## src/rtl/irq_controller.sv

```systemverilog
// Interrupt controller: edge/level capture into a pending register, fixed-priority
// or round-robin arbitration, single-level (non-nesting) dispatch to fetch.
module irq_controller #(
  parameter int unsigned        NUM_SRC   = 4,
  parameter int unsigned        DATA_W    = 32,
  parameter logic [NUM_SRC-1:0] EDGE_MASK = '1,
  parameter bit                 RR_MODE   = 1'b0
) (
  input  logic                      clk,
  input  logic                      rst_n,
  input  logic [NUM_SRC-1:0]        irq_src,
  input  logic [NUM_SRC*DATA_W-1:0] src_data,
  input  logic [NUM_SRC-1:0]        irq_mask,
  input  logic                      stall_interrupt,
  input  logic                      irq_return,
  output logic                      interrupt,
  output logic [3:0]                irq_id,
  output logic [DATA_W-1:0]         irq_data,
  output logic                      in_service,
  output logic [NUM_SRC-1:0]        pending,
  output logic [NUM_SRC-1:0]        overflow
);

  localparam int unsigned        ID_W     = 4;
  localparam int unsigned        BUS_W    = NUM_SRC * DATA_W;
  localparam logic [ID_W-1:0]    PTR_INIT = ID_W'(NUM_SRC - 1);

  logic [NUM_SRC-1:0] src_prev_q, src_prev_d;
  logic [NUM_SRC-1:0] pending_q, pending_d;
  logic [NUM_SRC-1:0] overflow_q, overflow_d;
  logic               interrupt_q, interrupt_d;
  logic               in_service_q, in_service_d;
  logic [ID_W-1:0]    irq_id_q, irq_id_d;
  logic [DATA_W-1:0]  irq_data_q, irq_data_d;
  logic [ID_W-1:0]    rr_ptr_q, rr_ptr_d;

  logic [NUM_SRC-1:0] evt_c;
  logic [NUM_SRC-1:0] eligible_c;
  logic [NUM_SRC-1:0] win_clr_c;
  logic [ID_W-1:0]    win_c;
  logic               dispatch_c;
  logic [BUS_W-1:0]   data_sh_c;

  // First eligible channel, scanning from 0 (fixed) or from ptr+1 with wrap (round-robin).
  function automatic logic [ID_W-1:0] pick(input logic [NUM_SRC-1:0] elig,
                                           input logic [ID_W-1:0]    ptr);
    logic [ID_W-1:0]    res;
    logic               found;
    int unsigned        idx;
    logic [NUM_SRC-1:0] sh;
    res   = '0;
    found = 1'b0;
    for (int unsigned k = 0; k < NUM_SRC; k++) begin
      idx = RR_MODE ? ((32'(ptr) + 32'd1 + k) % NUM_SRC) : k;
      sh  = elig >> idx;
      if (!found && sh[0]) begin
        found = 1'b1;
        res   = ID_W'(idx);
      end
    end
    return res;
  endfunction

  always_comb begin
    src_prev_d   = irq_src;
    pending_d    = pending_q;
    overflow_d   = overflow_q;
    interrupt_d  = 1'b0;
    in_service_d = in_service_q;
    irq_id_d     = irq_id_q;
    irq_data_d   = irq_data_q;
    rr_ptr_d     = rr_ptr_q;

    evt_c      = irq_src & ((EDGE_MASK & ~src_prev_q) | ~EDGE_MASK);
    eligible_c = pending_q & irq_mask;
    dispatch_c = !in_service_q && !stall_interrupt && (|eligible_c);
    win_c      = pick(eligible_c, rr_ptr_q);
    win_clr_c  = dispatch_c ? (NUM_SRC'(1) << win_c) : '0;
    data_sh_c  = src_data >> (32'(win_c) * DATA_W);

    if (irq_return) in_service_d = 1'b0;

    // A new event on the winner in the dispatch cycle re-arms it without flagging overflow.
    overflow_d = (overflow_q | (evt_c & pending_q)) & ~win_clr_c;
    pending_d  = (pending_q & ~win_clr_c) | evt_c;

    if (dispatch_c) begin
      interrupt_d  = 1'b1;
      in_service_d = 1'b1;
      irq_id_d     = win_c;
      irq_data_d   = data_sh_c[DATA_W-1:0];
      rr_ptr_d     = win_c;
    end
  end

  always_ff @(posedge clk) begin
    if (!rst_n) begin
      src_prev_q   <= '0;
      pending_q    <= '0;
      overflow_q   <= '0;
      interrupt_q  <= 1'b0;
      in_service_q <= 1'b0;
      irq_id_q     <= '0;
      irq_data_q   <= '0;
      rr_ptr_q     <= PTR_INIT;
    end else begin
      src_prev_q   <= src_prev_d;
      pending_q    <= pending_d;
      overflow_q   <= overflow_d;
      interrupt_q  <= interrupt_d;
      in_service_q <= in_service_d;
      irq_id_q     <= irq_id_d;
      irq_data_q   <= irq_data_d;
      rr_ptr_q     <= rr_ptr_d;
    end
  end

  assign interrupt  = interrupt_q;
  assign irq_id     = irq_id_q;
  assign irq_data   = irq_data_q;
  assign in_service = in_service_q;
  assign pending    = pending_q;
  assign overflow   = overflow_q;

endmodule

```

## config.mk

```make
export PLATFORM = sky130hd
export DESIGN_NAME = irq_controller
export DESIGN_NICKNAME = d
export VERILOG_FILES = /design/src/rtl/irq_controller.sv
export SDC_FILE = /design/constraint.sdc
export NUM_CORES = 1
export LEC_CHECK = 0
export CAP_MARGIN = 20
export CORE_MARGIN = 1.5
export CORE_UTILIZATION = 31
export DETAILED_ROUTE_END_ITERATION = 7
export PLACE_DENSITY = 0.78
export SKIP_CTS_REPAIR_TIMING = 1
export SYNTH_ARGS = -nofsm -noshare
export SYNTH_HDL_FRONTEND = slang
export SYNTH_SLANG_ARGS = --single-unit
```

## constraint.sdc

```tcl
create_clock -name clk -period 1.55 [get_ports clk]
set_input_delay 0.31 -clock clk [delete_from_list [all_inputs] [get_ports clk]]
set_output_delay 0.31 -clock clk [all_outputs]
set_load 0.005 [all_outputs]
```

==> metrics.csv, run 1 <==
metric;value;unit
reg2reg_setup_slack;0.07;ns
final_util;62.7;%
status;complete, no violations;
die_x;92.0;um
viasPerCell;5.53;
arrival;1.21;ns
cts_made_buffers;5;
routed_wirelength;10400;um
hold_path_class;input pin to flip-flop;
port_buffers;183;
skew;0.00750;ns
worst_path_largest_cell_delay;0.51;ns
cts_num_sinks;48;
critPathSlowestCell;clkdlybuf4s50_1;
grt_overflow_total;0;
vias;3152;
p_leak;1.87;nW
synth_edf_count;0;
globalplace.congestion;0.820;
clock-root-buffer;clkbuf_8;
grt_max_degree;23;
p_int;2.59;mW
grt_pass1_vias;3210;
placedInstanceArea;4570;um^2
drt_iter0_drc;111;
p_sw_share;27.3;%
finalCriticalPeriod;1.52;ns
p_clk_share;25.6;%
grt_use_total;22.8;%
power_density;738;nW/um^2
insertion_delay;0.30;ns
met2_usage;41.8;%
max-cap-violations;0;
antennaDiodeCount;0;
power_frac_comb;34.9;%
cp-startpoint;pending[2]$_SDFF_PN0_;
io_pins;186;
p_seq_share;39.5;%
drv_slew;0;
worstPathRequired;1.24;ns
critPathKind;flip-flop to output port;
finalNetCount;607;
dieHeight;92.0;um
grt_use_met1;26.4;%
cp_max_fo;5;
first_pass_iters;4;
worstRegToRegCells;6;
worstHoldPathCells;4;
async_reset_ff_share;0;%
synthCells;269;
place_inst;556;
endpoint;pending[2];
p_switching;0.971;mW
ys_types;33;
ys.flop_type;dfxtp_1;
coreArea;7690;um^2
cp_top_family;buffers and inverters;
cts_tree;yes;
die_area;8470;um^2
timing.hold.ws;0.416;ns
drtAntennaViolNets;0;
drive_gt1_share;16.2;%
max_freq;659;MHz
synth-seq-cells;48;
antenna_found_initial;0;
cp.depth;1;
post-dp-hpwl;7580;um
use_met3;5.47;%
htreeDepth;2;
syn_to_final_growth;96.3;%
min_period_over_period;97.8;%
initial_utilization;32.0;%
avgSynthCellArea;9.14;um^2
ys_seq_area_share;39.1;%
top_usage_layer;met2;
syn_area;2460;um^2
yosysWarnings;0;
cts_max_path_buffers;2;
crit_path_cell_trace;clkdlybuf4s50_1;
tns;0;ns
timing.rr.start;pending[0]$_SDFF_PN0_;
design_area;4820;um^2
rsz0062_at_grt;no;
layout.cells.non_filler;570;
wl_per_cell;18.3;um
start_kind;flip-flop;
grt_pass1_wl;15600;um
drc;0;
rows;32;
cp-end-kind;output port;
vdd.ir_drop.worst;0.444;mV
reg2reg_to;irq_data[10]$_SDFFE_PN0P_;
setup_viol;0;
critPathBufInv;1;
hold_viol;0;
clk_pin_slew;0.09;ns
==> cells by family (layout without fill, tap and decap cells) <==
logic type | Yosys count | after routing | share of synthesized area (%)
buf+inv | 31 | 229 | 7.08
simple gates | 41 | 41 | 8.76
compound gates | 148 | 148 | 44.9
other cells | 1 | 2 | 0.153
flops | 48 | 48 | 39.1
==> metal layers <==
metal  routed length [um]  part of all wire [%]
met5                    0                     0
met4                  161                   1.5
met3                  827                   7.9
met2                 5290                    51
met1                 4140                    40
==> sequential cells by signal, indices dropped and copies added (netlist names) <==
signal      count
in_service      1
irq_id          2
interrupt       1
pending         4
src_prev_q      4
overflow        4
irq_data       32
==> power groups by stage <==
| stage | sequential [mW] | combinational, mW | clock [mW] |
|---|---|---|---|
| floorplan | 1.43 | 0.421 | 0 |
| global placement | 1.43 | 1.18 | 0 |
| detailed placement | 1.43 | 1.20 | 0 |
| CTS | 1.40 | 1.21 | 0.940 |
| global route | 1.42 | 1.33 | 0.989 |
| finish | 1.41 | 1.24 | 0.911 |
==> per-stage QoR <==
step                      total power [mW]  worst slack (ns)
after floorplan                       1.85            0.0925
after global placement                2.61            -0.302
after detailed placement              2.63            -0.374
after CTS                             3.55            -0.180
after global routing                  3.73           0.00503
final                                 3.56            0.0333
==> cells in the mapped netlist, types with 2 or more instances <==
cell type | instances | area, um^2
nor3_1 | 3 | 15.0
a31oi_1 | 3 | 18.8
o221ai_1 | 32 | 280
a221oi_1 | 19 | 166
clkbuf_2 | 2 | 10.0
dfxtp_1 | 48 | 961
nand2_1 | 7 | 26.3
a21oi_1 | 38 | 190
buf_6 | 2 | 22.5
nor2_1 | 9 | 33.8
clkbuf_1 | 9 | 33.8
a221oi_2 | 10 | 150
nor2b_1 | 4 | 25.0
buf_4 | 2 | 15.0
a21bo_2 | 3 | 30.0
o21ai_0 | 28 | 140
a311oi_1 | 2 | 17.5
and2_1 | 9 | 56.3
o21ai_1 | 8 | 40.0
buf_2 | 13 | 65.1
nand3_1 | 6 | 30.0
==> worst min-delay path by stage <==
| stage | slack [ns] | to | from |
|---|---|---|---|
| after floorplan | 0.42 | overflow[0]$_SDFF_PN0_ | irq_mask[0] |
| after global placement | 0.50 | irq_id[0]$_SDFFE_PN0P_ | irq_id[0]$_SDFFE_PN0P_ |
| after detailed placement | 0.50 | irq_id[0]$_SDFFE_PN0P_ | irq_id[0]$_SDFFE_PN0P_ |
| after CTS | 0.51 | irq_id[0]$_SDFFE_PN0P_ | irq_id[0]$_SDFFE_PN0P_ |
| after global routing | 0.44 | pending[2]$_SDFF_PN0_ | irq_mask[2] |
| final | 0.42 | pending[2]$_SDFF_PN0_ | irq_mask[2] |
==> cell usage in the layout, fill, tap and decap left out, drive strengths merged, types with 2 or more instances in the layout <==
| master | count |
|---|---|
| clkdlybuf4s50 | 176 |
| nor2b | 4 |
| o21ai | 36 |
| buf | 35 |
| a21oi | 38 |
| dfxtp | 48 |
| dlymetal6s2s | 7 |
| nand3 | 6 |
| a221oi | 29 |
| a311oi | 2 |
| conb | 2 |
| a21bo | 3 |
| clkinv | 2 |
| nand2 | 7 |
| nor2 | 9 |
| nor3 | 4 |
| a31oi | 4 |
| o221ai | 32 |
| and2 | 9 |
| clkbuf | 6 |
==> cell type report <==
cell class,count,area (um^2)
Clock buffer,5,68.8
Inverter,2,7.51
Fill cell,663,2860
Multi-Input combinational cell,191,1370
Sequential cell,48,972
Tap cell,102,128
Timing Repair Buffer,219,2230
Clock inverter,3,42.5
Note: power is estimated with default switching activity, not from simulation.
==> inputs of run 2 (changes only) <==
--- a/config.mk
+++ b/config.mk
@@ -6,10 +6,12 @@
 export NUM_CORES = 1
 export LEC_CHECK = 0
 export CAP_MARGIN = 20
-export CORE_MARGIN = 1.5
-export CORE_UTILIZATION = 31
+export CORE_AREA = 2 2 72 74
+export CTS_CLUSTER_DIAMETER = 60
 export DETAILED_ROUTE_END_ITERATION = 7
-export PLACE_DENSITY = 0.78
+export DIE_AREA = 0 0 74 76
+export DONT_BUFFER_PORTS = 1
+export PLACE_DENSITY = 0.68
 export SKIP_CTS_REPAIR_TIMING = 1
 export SYNTH_ARGS = -nofsm -noshare
 export SYNTH_HDL_FRONTEND = slang
==> metrics.csv, run 2 (synthesis results as in run 1) <==
metric;value;unit
endpoint;irq_data[4]$_SDFFE_PN0P_;
skew;0.00625;ns
grt_use_total;25.7;%
reg2reg_setup_slack;0.11;ns
viasPerCell;6.79;
drtAntennaViolNets;0;
power_density;1020;nW/um^2
initial_utilization;50.0;%
cts_tree;yes;
arrival;1.67;ns
drive_gt1_share;17.8;%
use_met3;10.8;%
coreArea;4910;um^2
antenna_found_initial;0;
drt_iter0_drc;127;
rows;26;
critPathKind;flip-flop to flip-flop;
max-cap-violations;0;
setup_viol;0;
insertion_delay;0.30;ns
drc;0;
regArea;961;um^2
worstPathRequired;1.77;ns
timing.rr.start;pending[0]$_SDFF_PN0_;
cts_num_sinks;48;
clock-root-buffer;clkbuf_8;
grt_use_met1;30.0;%
status;complete, no violations;
cts_max_path_buffers;2;
rsz0062_at_grt;no;
hold_viol;0;
final_common_cell;dfxtp_1;
finalCriticalPeriod;1.44;ns
cp-end-kind;flip-flop;
grt_max_degree;41;
worstHoldPathCells;1;
finalNetCount;409;
design_area;2670;um^2
cts_made_buffers;5;
min_period_over_period;93.1;%
io_pins;186;
cp_max_fo;15;
reg2reg_to;irq_data[4]$_SDFFE_PN0P_;
cp-startpoint;pending[0]$_SDFF_PN0_;
placedInstanceArea;2570;um^2
htreeDepth;2;
met2_usage;41.7;%
top_usage_layer;met2;
fill_cells;457;
largest_reg_flops;32;
grt_pass1_vias;2277;
globalplace.congestion;0.745;
worstRegToRegCells;5;
first_pass_iters;4;
post-dp-hpwl;5490;um
clk_pin_slew;0.09;ns
dieHeight;76;um
max_freq;693;MHz
p_leak;0.957;nW
vdd.ir_drop.worst;0.723;mV
grt_overflow_total;0;
multi_input_area;1330;um^2
wl_per_cell;21.3;um
die_x;74;um
syn_to_final_growth;8.50;%
grt_pass1_wl;11400;um
hold_path_class;input pin to flip-flop;
die_area;5620;um^2
drv_slew;0;
vias;2315;
start_kind;flip-flop;
tns;0;ns
final_cell_mix;dfxtp_1, a21oi_1, o221ai_1;
routed_wirelength;7270;um
port_buffers;0;
run 2: changes by cell type in the layout (fill, tap and decap cells not counted), sizes merged:
cell,change
bufinv,-1
clkinvlp,-1
clkdlybuf4s50,-176
clkinv,+1
dlymetal6s2s,-7
diode,+1
buf,-14
run 2: worst min-delay path by stage:
stage                     start                       end  slack (ns)
finish              irq_mask[0]    overflow[0]$_SDFF_PN0_        0.12
floorplan           irq_mask[0]    overflow[0]$_SDFF_PN0_        0.42
global route        irq_mask[0]    overflow[0]$_SDFF_PN0_        0.11
global placement    irq_mask[0]    overflow[0]$_SDFF_PN0_        0.43
CTS                 irq_mask[0]    overflow[0]$_SDFF_PN0_        0.11
detailed placement   irq_src[3]  src_prev_q[3]$_SDFF_PN0_        0.44
run 2: area by class of cell:
cell class | instances | share of cell area (%)
repair buffers | 21 | 6.99
multi-input cells | 191 | 49.8
diodes | 1 | 0.0939
flip-flops and latches | 48 | 36.0
clock inverters | 2 | 0.375
inverters | 2 | 0.282
clock buffers | 6 | 3.10
well taps | 70 | 3.28
run 2: where the power goes:
group	total (mW)	internal [mW]	switching, mW
combinational	0.532	0.239	0.293
sequential	1.43	1.34	0.0838
clock	0.755	0.356	0.399
run 2: stage by stage:
step                      setup WS (ns)  hold slack (ns)  std cells  util [%]  power (mW)
after floorplan                  0.0925            0.420        270         -        1.85
after global placement            0.164            0.427        332      52.3        1.97
after CTS                         0.102            0.108        340      54.2        2.75
after detailed placement          0.118            0.436        332      52.3        1.99
final                             0.107            0.120        341      54.3        2.71
after global routing            0.00382            0.108        340      54.2        2.87
run 2: worst max-delay path, stage by stage, from the launching register on:
cell and delay, ns:
dfxtp_1 0.36, a22o_4 0.29, nor3_4 0.21, buf_4 0.25, a221oi_1 0.11, a21oi_1 0.15
run 2: metal layers:
metal  wire [um]  vias to the layer above
met5           0                        -
met4         136                        0
met3         771                       14
met2        3570                      117
met1        2800                     1107
li1            -                     1077
